**config.mk**
```make
export PLATFORM = sky130hd
export DESIGN_NAME = bus_xfer_datapath
export DESIGN_NICKNAME = d
export VERILOG_FILES = /design/src/rtl/bus_xfer_datapath.sv
export SDC_FILE = /design/constraint.sdc
export NUM_CORES = 1
export LEC_CHECK = 0
export BUFFER_PORTS_ARGS = -buffer_cell sky130_fd_sc_hd__buf_2
export CORE_MARGIN = 2
export CORE_UTILIZATION = 35
export CTS_CLUSTER_SIZE = 10
export DETAILED_ROUTE_END_ITERATION = 7
export GPL_ROUTABILITY_DRIVEN = 0
export HOLD_SLACK_MARGIN = 0.12
export PLACE_DENSITY = 0.56
export REMOVE_ABC_BUFFERS = 1
export SETUP_SLACK_MARGIN = 0.02
export SLEW_MARGIN = 20
export SYNTH_ARGS = -nofsm -noshare
export SYNTH_HDL_FRONTEND = slang
export SYNTH_SLANG_ARGS = --single-unit
export TNS_END_PERCENT = 10
```
**constraint.sdc**
```tcl
create_clock -name clk -period 5.85 [get_ports clk]
set_input_delay 0.2925 -clock clk [delete_from_list [all_inputs] [get_ports clk]]
set_output_delay 0.2925 -clock clk [all_outputs]
set_load 0.05 [all_outputs]
```
**src/rtl/bus_xfer_datapath.sv**
```systemverilog
// Register file on a single shared bus, with a valid/ready command sequencer that
// runs MOVE/PAIR/SWAP/CLEAR as one, two or three bus beats.
module bus_xfer_datapath #(
  parameter int W       = 32,
  parameter int NREG    = 16,
  parameter int CW      = 18,
  parameter int R0_ZERO = 0,
  localparam int IW     = $clog2(NREG + 2)
) (
  input  logic          clk,
  input  logic          clr,
  input  logic          cmd_valid,
  output logic          cmd_ready,
  input  logic [1:0]    cmd_mode,
  input  logic [IW-1:0] cmd_src,
  input  logic [IW-1:0] cmd_dst,
  input  logic [CW-1:0] cmd_imm,
  input  logic [W-1:0]  in_port,
  output logic          done,
  output logic          err,
  output logic [W-1:0]  bus_data,
  input  logic [IW-1:0] rd_sel,
  output logic [W-1:0]  rd_data
);

  localparam int AW = (NREG > 1) ? $clog2(NREG) : 1;
  localparam logic R0Z = (R0_ZERO != 0);

  localparam int SRC_REG  = 0;
  localparam int SRC_PORT = 1;
  localparam int SRC_IMM  = 2;
  localparam int SRC_TMP  = 3;
  localparam int SRC_ZERO = 4;

  typedef enum logic [2:0] {IDLE, BEAT1, BEAT2, BEAT3, DONE} state_e;
  typedef enum logic [1:0] {
    MODE_MOVE  = 2'b00,
    MODE_PAIR  = 2'b01,
    MODE_SWAP  = 2'b10,
    MODE_CLEAR = 2'b11
  } mode_e;

  state_e        state_q, state_d;
  mode_e         mode_q;
  logic [IW-1:0] src_q;
  logic [IW-1:0] dst_q;
  logic [CW-1:0] imm_q;
  logic          err_q;
  logic [W-1:0]  tmp_q;
  logic [W-1:0]  regs_q [NREG];

  logic          accept;
  logic          cmdIllegal;
  logic [4:0]    beatOh;
  logic [IW-1:0] rdIdx;
  logic [IW-1:0] wrIdx;
  logic          wrEn;
  logic          tmpWr;
  logic [W-1:0]  regRdData;
  logic [W-1:0]  immExt;
  logic [W-1:0]  busVal;

  assign accept = cmd_valid && (state_q == IDLE);
  assign immExt = {{(W-CW){imm_q[CW-1]}}, imm_q};

  // Legality is decided once, from the raw command fields, at the accept edge.
  always_comb begin
    cmdIllegal = 1'b0;
    if (cmd_dst >= IW'(NREG)) cmdIllegal = 1'b1;
    case (mode_e'(cmd_mode))
      MODE_MOVE:  if (cmd_src > IW'(NREG + 1)) cmdIllegal = 1'b1;
      MODE_PAIR:  if ((cmd_src >= IW'(NREG - 1)) || (cmd_dst >= IW'(NREG - 1))) cmdIllegal = 1'b1;
      MODE_SWAP:  if (cmd_src >= IW'(NREG)) cmdIllegal = 1'b1;
      default:    ;
    endcase
  end

  always_ff @(posedge clk or negedge clr) begin
    if (!clr) begin
      state_q <= IDLE;
    end else begin
      state_q <= state_d;
    end
  end

  always_comb begin
    state_d = state_q;
    unique case (state_q)
      IDLE:  if (accept) state_d = cmdIllegal ? DONE : BEAT1;
      BEAT1: state_d = ((mode_q == MODE_PAIR) || (mode_q == MODE_SWAP)) ? BEAT2 : DONE;
      BEAT2: state_d = (mode_q == MODE_SWAP) ? BEAT3 : DONE;
      BEAT3: state_d = DONE;
      DONE:  state_d = IDLE;
      default: state_d = IDLE;
    endcase
  end

  // Per-beat control: which single source drives the bus and where it lands.
  always_comb begin
    beatOh = '0;
    rdIdx  = src_q;
    wrIdx  = dst_q;
    wrEn   = 1'b0;
    tmpWr  = 1'b0;
    unique case (state_q)
      BEAT1: begin
        unique case (mode_q)
          MODE_MOVE: begin
            if (src_q < IW'(NREG))       beatOh[SRC_REG]  = 1'b1;
            else if (src_q == IW'(NREG)) beatOh[SRC_PORT] = 1'b1;
            else                         beatOh[SRC_IMM]  = 1'b1;
            wrEn = 1'b1;
          end
          MODE_CLEAR: begin
            beatOh[SRC_ZERO] = 1'b1;
            wrEn             = 1'b1;
          end
          MODE_PAIR: begin
            beatOh[SRC_REG] = 1'b1;
            wrEn            = 1'b1;
          end
          MODE_SWAP: begin
            beatOh[SRC_REG] = 1'b1;
            tmpWr           = 1'b1;
          end
          default: ;
        endcase
      end
      BEAT2: begin
        beatOh[SRC_REG] = 1'b1;
        wrEn            = 1'b1;
        if (mode_q == MODE_PAIR) begin
          rdIdx = src_q + IW'(1);
          wrIdx = dst_q + IW'(1);
        end else begin
          rdIdx = dst_q;
          wrIdx = src_q;
        end
      end
      BEAT3: begin
        beatOh[SRC_TMP] = 1'b1;
        wrEn            = 1'b1;
      end
      default: ;
    endcase
  end

  always_comb begin
    regRdData = '0;
    if ((rdIdx < IW'(NREG)) && !(R0Z && (rdIdx == '0))) regRdData = regs_q[rdIdx[AW-1:0]];
  end

  always_comb begin
    busVal = '0;
    if (beatOh[SRC_REG])       busVal = regRdData;
    else if (beatOh[SRC_PORT]) busVal = in_port;
    else if (beatOh[SRC_IMM])  busVal = immExt;
    else if (beatOh[SRC_TMP])  busVal = tmp_q;
    else                       busVal = '0;
  end

  assert property (@(posedge clk) disable iff (!clr) $onehot0(beatOh));

  always_ff @(posedge clk or negedge clr) begin
    if (!clr) begin
      mode_q <= MODE_MOVE;
      src_q  <= '0;
      dst_q  <= '0;
      imm_q  <= '0;
      err_q  <= 1'b0;
    end else if (accept) begin
      mode_q <= mode_e'(cmd_mode);
      src_q  <= cmd_src;
      dst_q  <= cmd_dst;
      imm_q  <= cmd_imm;
      err_q  <= cmdIllegal;
    end
  end

  always_ff @(posedge clk or negedge clr) begin
    if (!clr) begin
      tmp_q <= '0;
    end else if (tmpWr) begin
      tmp_q <= busVal;
    end
  end

  // With R0_ZERO set, R0 writes still complete as a beat but are dropped here.
  always_ff @(posedge clk or negedge clr) begin
    if (!clr) begin
      for (int i = 0; i < NREG; i++) regs_q[i] <= '0;
    end else if (wrEn && (wrIdx < IW'(NREG)) && !(R0Z && (wrIdx == '0))) begin
      regs_q[wrIdx[AW-1:0]] <= busVal;
    end
  end

  always_comb begin
    rd_data = '0;
    if ((rd_sel < IW'(NREG)) && !(R0Z && (rd_sel == '0))) rd_data = regs_q[rd_sel[AW-1:0]];
  end

  assign cmd_ready = (state_q == IDLE);
  assign done      = (state_q == DONE);
  assign err       = (state_q == DONE) && err_q;
  assign bus_data  = busVal;

endmodule
```
==> results.txt <==
----------------------------------------------------
[Timing]
  Largest clock skew in the final design ... 0.0214 ns
  Final WS setup ... 0.601 ns
  Fraction of the cycle the final worst path needs ... 0.897
  Endpoints failing hold ... 0
  Max Transition Viols Final ... 0
  RSZ-0062 raised after global routing ... no
  Worst hold slack after final layout ... approximately 0.26 ns
  Number of setup violations in the final report ... 0
  Transition time of the tightest slew-check pin ... 1.13 ns
  Tightest slew margin relative to the limit ... 0.247
  Post-layout minimum cycle time ... about 5.2 ns
  Upper clock frequency limit ... 191 MHz

[Global route]
  Vias in the first global route ... 24.3k
  Number of antenna violations at the first check in global routing ... 1
  Largest net degree at the start of global routing ... 144
  Tot GR Track Use ... 0.225
  Wire length of the first global-routing pass ... 159000 µm
  Sum of overflow across all layers after global routing ... 0

[Power and ir drop]
  Power density over cell area ... 593 nW/µm²
  VDD IR max ... approximately 430 µV
  Total leakage power ... 14.0 nW

[Floorplanning]
  Effective utilization at floorplan ... 0.352
  Standard-cell row count ... 110
  Die outline width ... 304 µm
  Core footprint ... 89600 µm²
  Vertical extent of the die ... around 300 µm
  Die Footprint ... slightly above 90000 µm²
  Boundary pin count ... 137

[Routing]
  WL final ... 104000 µm
  Number of remaining DRC errors ... 0
  Vias ... between 20k and 25k
  Detail-routed via count per cell ... ~5.6
  Routed wire length per instance ... around 23 µm
  Drt first pass iters ... 6
  Detail Route Antenna Nets ... 0
  Number of violations reported at the end of detailed-routing iteration 0 ... 2396

[Setup path]
  Timing startpoint of the critical path ... mode_q[1]
  Worst setup path class ... reg -> out
  Kind of launch point of the worst setup path ... flip-flop
  Library cell contributing the largest single delay on the critical path ... ha_1
  Worst setup slack for register-to-register paths ... 1.60 ns
  Cell breakdown of the critical path ... inv_1, ha_1, mux2_2, mux2_8, buf_4, mux4_2, mux2i_1, o211a_1, inv_1, buf_2
  Worst reg2reg path startpoint ... mode_q[1]
  Kind of capture point of the worst setup path ... output port
  Capture point of the worst path ... bus_data[3]
  Critical Path Fanout Max ... 92
  Data arrival time of the critical path ... 4.96 ns
  Required time reported for the critical path endpoint ... between 5 and 6 ns
  Worst r2r path cells ... 11
  Delay of the slowest cell on the worst path ... 0.69 ns
  Cell type with the highest occurrence count on the critical path ... inv_1
  Worst R2R End ... regs_q[72]

[Finish]
  Post-route design area ... 35800 µm²
  Number of nets at the end of the flow ... 3303
  Ant. Diodes ... 0
  Fraction of final layout cells sized beyond drive strength 1 ... 0.211
  Post-layout utilization of the core ... 0.399
  Area added between synthesis and finish ... 13.5%

[Synth]
  Cell types occupying the most area after synthesis ... dfrtp_1 (46%), mux4_2 (12%), a21oi_1 (7.8%)
  Most frequently used cell type in the post-synthesis netlist ... nor2_1
  Sequential element share of the synthesized area ... 0.459
  Share of the synthesized area in the top cell type ... 0.459
  Avg Cell Area, Syn ... 9.91 µm²
  Post-synthesis instance area ... 31500 µm²
  Synth unique cells ... 69
  EDFF count, synth ... 0
  Library cell occupying the most area in the post-synthesis netlist ... dfrtp_1
  Share of flip-flops with an asynchronous set or reset after synthesis ... 1.00
  Cell count after synthesis ... 3180
  Post-synth top cells ... nor2_1 (608), dfrtp_1 (578), a21oi_1 (489), nand2_1 (374), mux4_2 (170)
  Total of warnings raised by yosys ... 0
  Flop and latch count out of synthesis ... 578
  Prevailing post-synth register cell ... dfrtp_1

[Place]
  Worst-case setup slack after placement ... 1.28 ns
  Detailed placement HPWL ... 59700 µm
  Input/output buffers ... ~140
  Cell area reported after detailed placement ... 33300 µm²

[Clocking]
  Count of instances resized after the clock tree is built ... 0
  Library cell used as clock root buffer ... clkbuf_16
  Clock tree from TritonCTS ... yes
  Clock latency at the later pin of the worst-skew pair ... about 0.6 ns
  CTS HTree Levels ... 3
  Clock buffers created by TritonCTS ... 72
  Post-CTS clock slew at the launch and capture registers of the worst setup and hold paths ... 0.05 ns
  Sink Count ... ~580
  Max Root-Sink Buffers ... 3

[Job]
  Number of maximum-capacitance constraint violations ... 0

[Run status]
  Status ... complete, no violations

[Worst hold path]
  Class of the worst hold path ... in -> async

----------------------------------------------------
repair_timing:
item / 4_1_cts / 5_1_grt
hold endpoints to repair: 103 / 0
setup buffers: 0 / 0
hold buffers: 32 / 0
cells in the final DEF (no fill, tap or decap), types with 5 or more instances in the layout:
cell type,netlist,routed
clkinv_2,0,6
a21o_1,15,15
nor3_1,19,19
buf_12,0,15
o2111a_1,13,13
o211ai_1,7,7
nand3_1,64,63
nor3b_2,1,5
mux4_2,170,170
nand2_1,374,374
and4_4,9,9
nor2_4,2,14
clkbuf_16,0,75
a21oi_2,72,72
clkbuf_8,0,8
a31oi_1,44,44
nor2b_1,36,36
nand4_1,72,72
clkbuf_1,146,18
o211a_1,6,6
a21oi_1,489,488
dlygate4sd3_1,0,32
dfrtp_1,578,578
a32oi_1,32,32
mux2_2,28,28
ha_1,11,11
a311oi_4,24,24
mux2i_1,94,93
nor2_1,608,596
buf_4,20,76
buf_2,62,132
inv_2,22,22
inv_1,18,18
o21ai_0,16,16
report_power, final:
| group | internal, mW | total, mW | switching [mW] |
|---|---|---|---|
| sequential | 5.65 | 6.98 | 1.33 |
| combinational | 3.80 | 10.1 | 6.31 |
| clock | 2.42 | 4.12 | 1.70 |
state kept, by name, summed over array words and instances (netlist names):
| register | count |
|---|---|
| src_q | 5 |
| imm_q | 18 |
| err_q | 1 |
| regs_q | 512 |
| tmp_q | 32 |
| mode_q | 2 |
| state_q | 3 |
| dst_q | 5 |
final cells by class:
| class | instances | area, µm² |
|---|---|---|
| fill | 8691 | 53800 |
| multi-input combinational | 2271 | 15700 |
| sequential | 578 | 14500 |
| clock buffer | 101 | 2050 |
| timing repair buffer | 259 | 1910 |
| tap | 1176 | 1470 |
| inverter | 40 | 150 |
| clock inverter | 8 | 62.6 |
how the worst min path moves through the flow:
stage | end | cells after the start | start
detailed placement | regs_q[229] | 1 | clr
finish | regs_q[229] | 2 | clr
CTS | regs_q[229] | 2 | clr
floorplan | dst_q[0] | 0 | clr
global route | regs_q[229] | 2 | clr
global placement | regs_q[229] | 1 | clr
critical path, delay by kind of cell (launching register included):
kind | cells | cell delay, ns
mux | 4 | 1.49
fa+ha+maj | 1 | 0.69
flops | 1 | 0.41
compound gates | 1 | 0.57
buf+inv | 4 | 1.14
cells by family after synthesis:
family          synth area share
compound gates             0.159
xor+xnor                0.000556
fa+ha+maj                0.00437
buf+inv                   0.0508
flops                      0.459
mux                        0.162
simple gates               0.165
metrics by stage:
step,std cells,TNS (ns),total power [mW]
2_1_floorplan,2889,-1904.07,13.9
3_5_place_dp,4292,0,17.1
4_1_cts,4433,0,21.2
6_report,4433,0,21.2
5_1_grt,4433,0,22.6
3_3_place_gp,4291,0,16.9
metal layers:
layer | global-route usage | vias up | share of wire
met5 | 0 | - | 0
met4 | 0.0694 | 0 | 0.027
met3 | 0.0294 | 174 | 0.057
met2 | 0.376 | 861 | 0.48
met1 | 0.304 | 12300 | 0.43
li1 | - | 11300 | -
No activity file was read; power rests on OpenSTA's default activity.
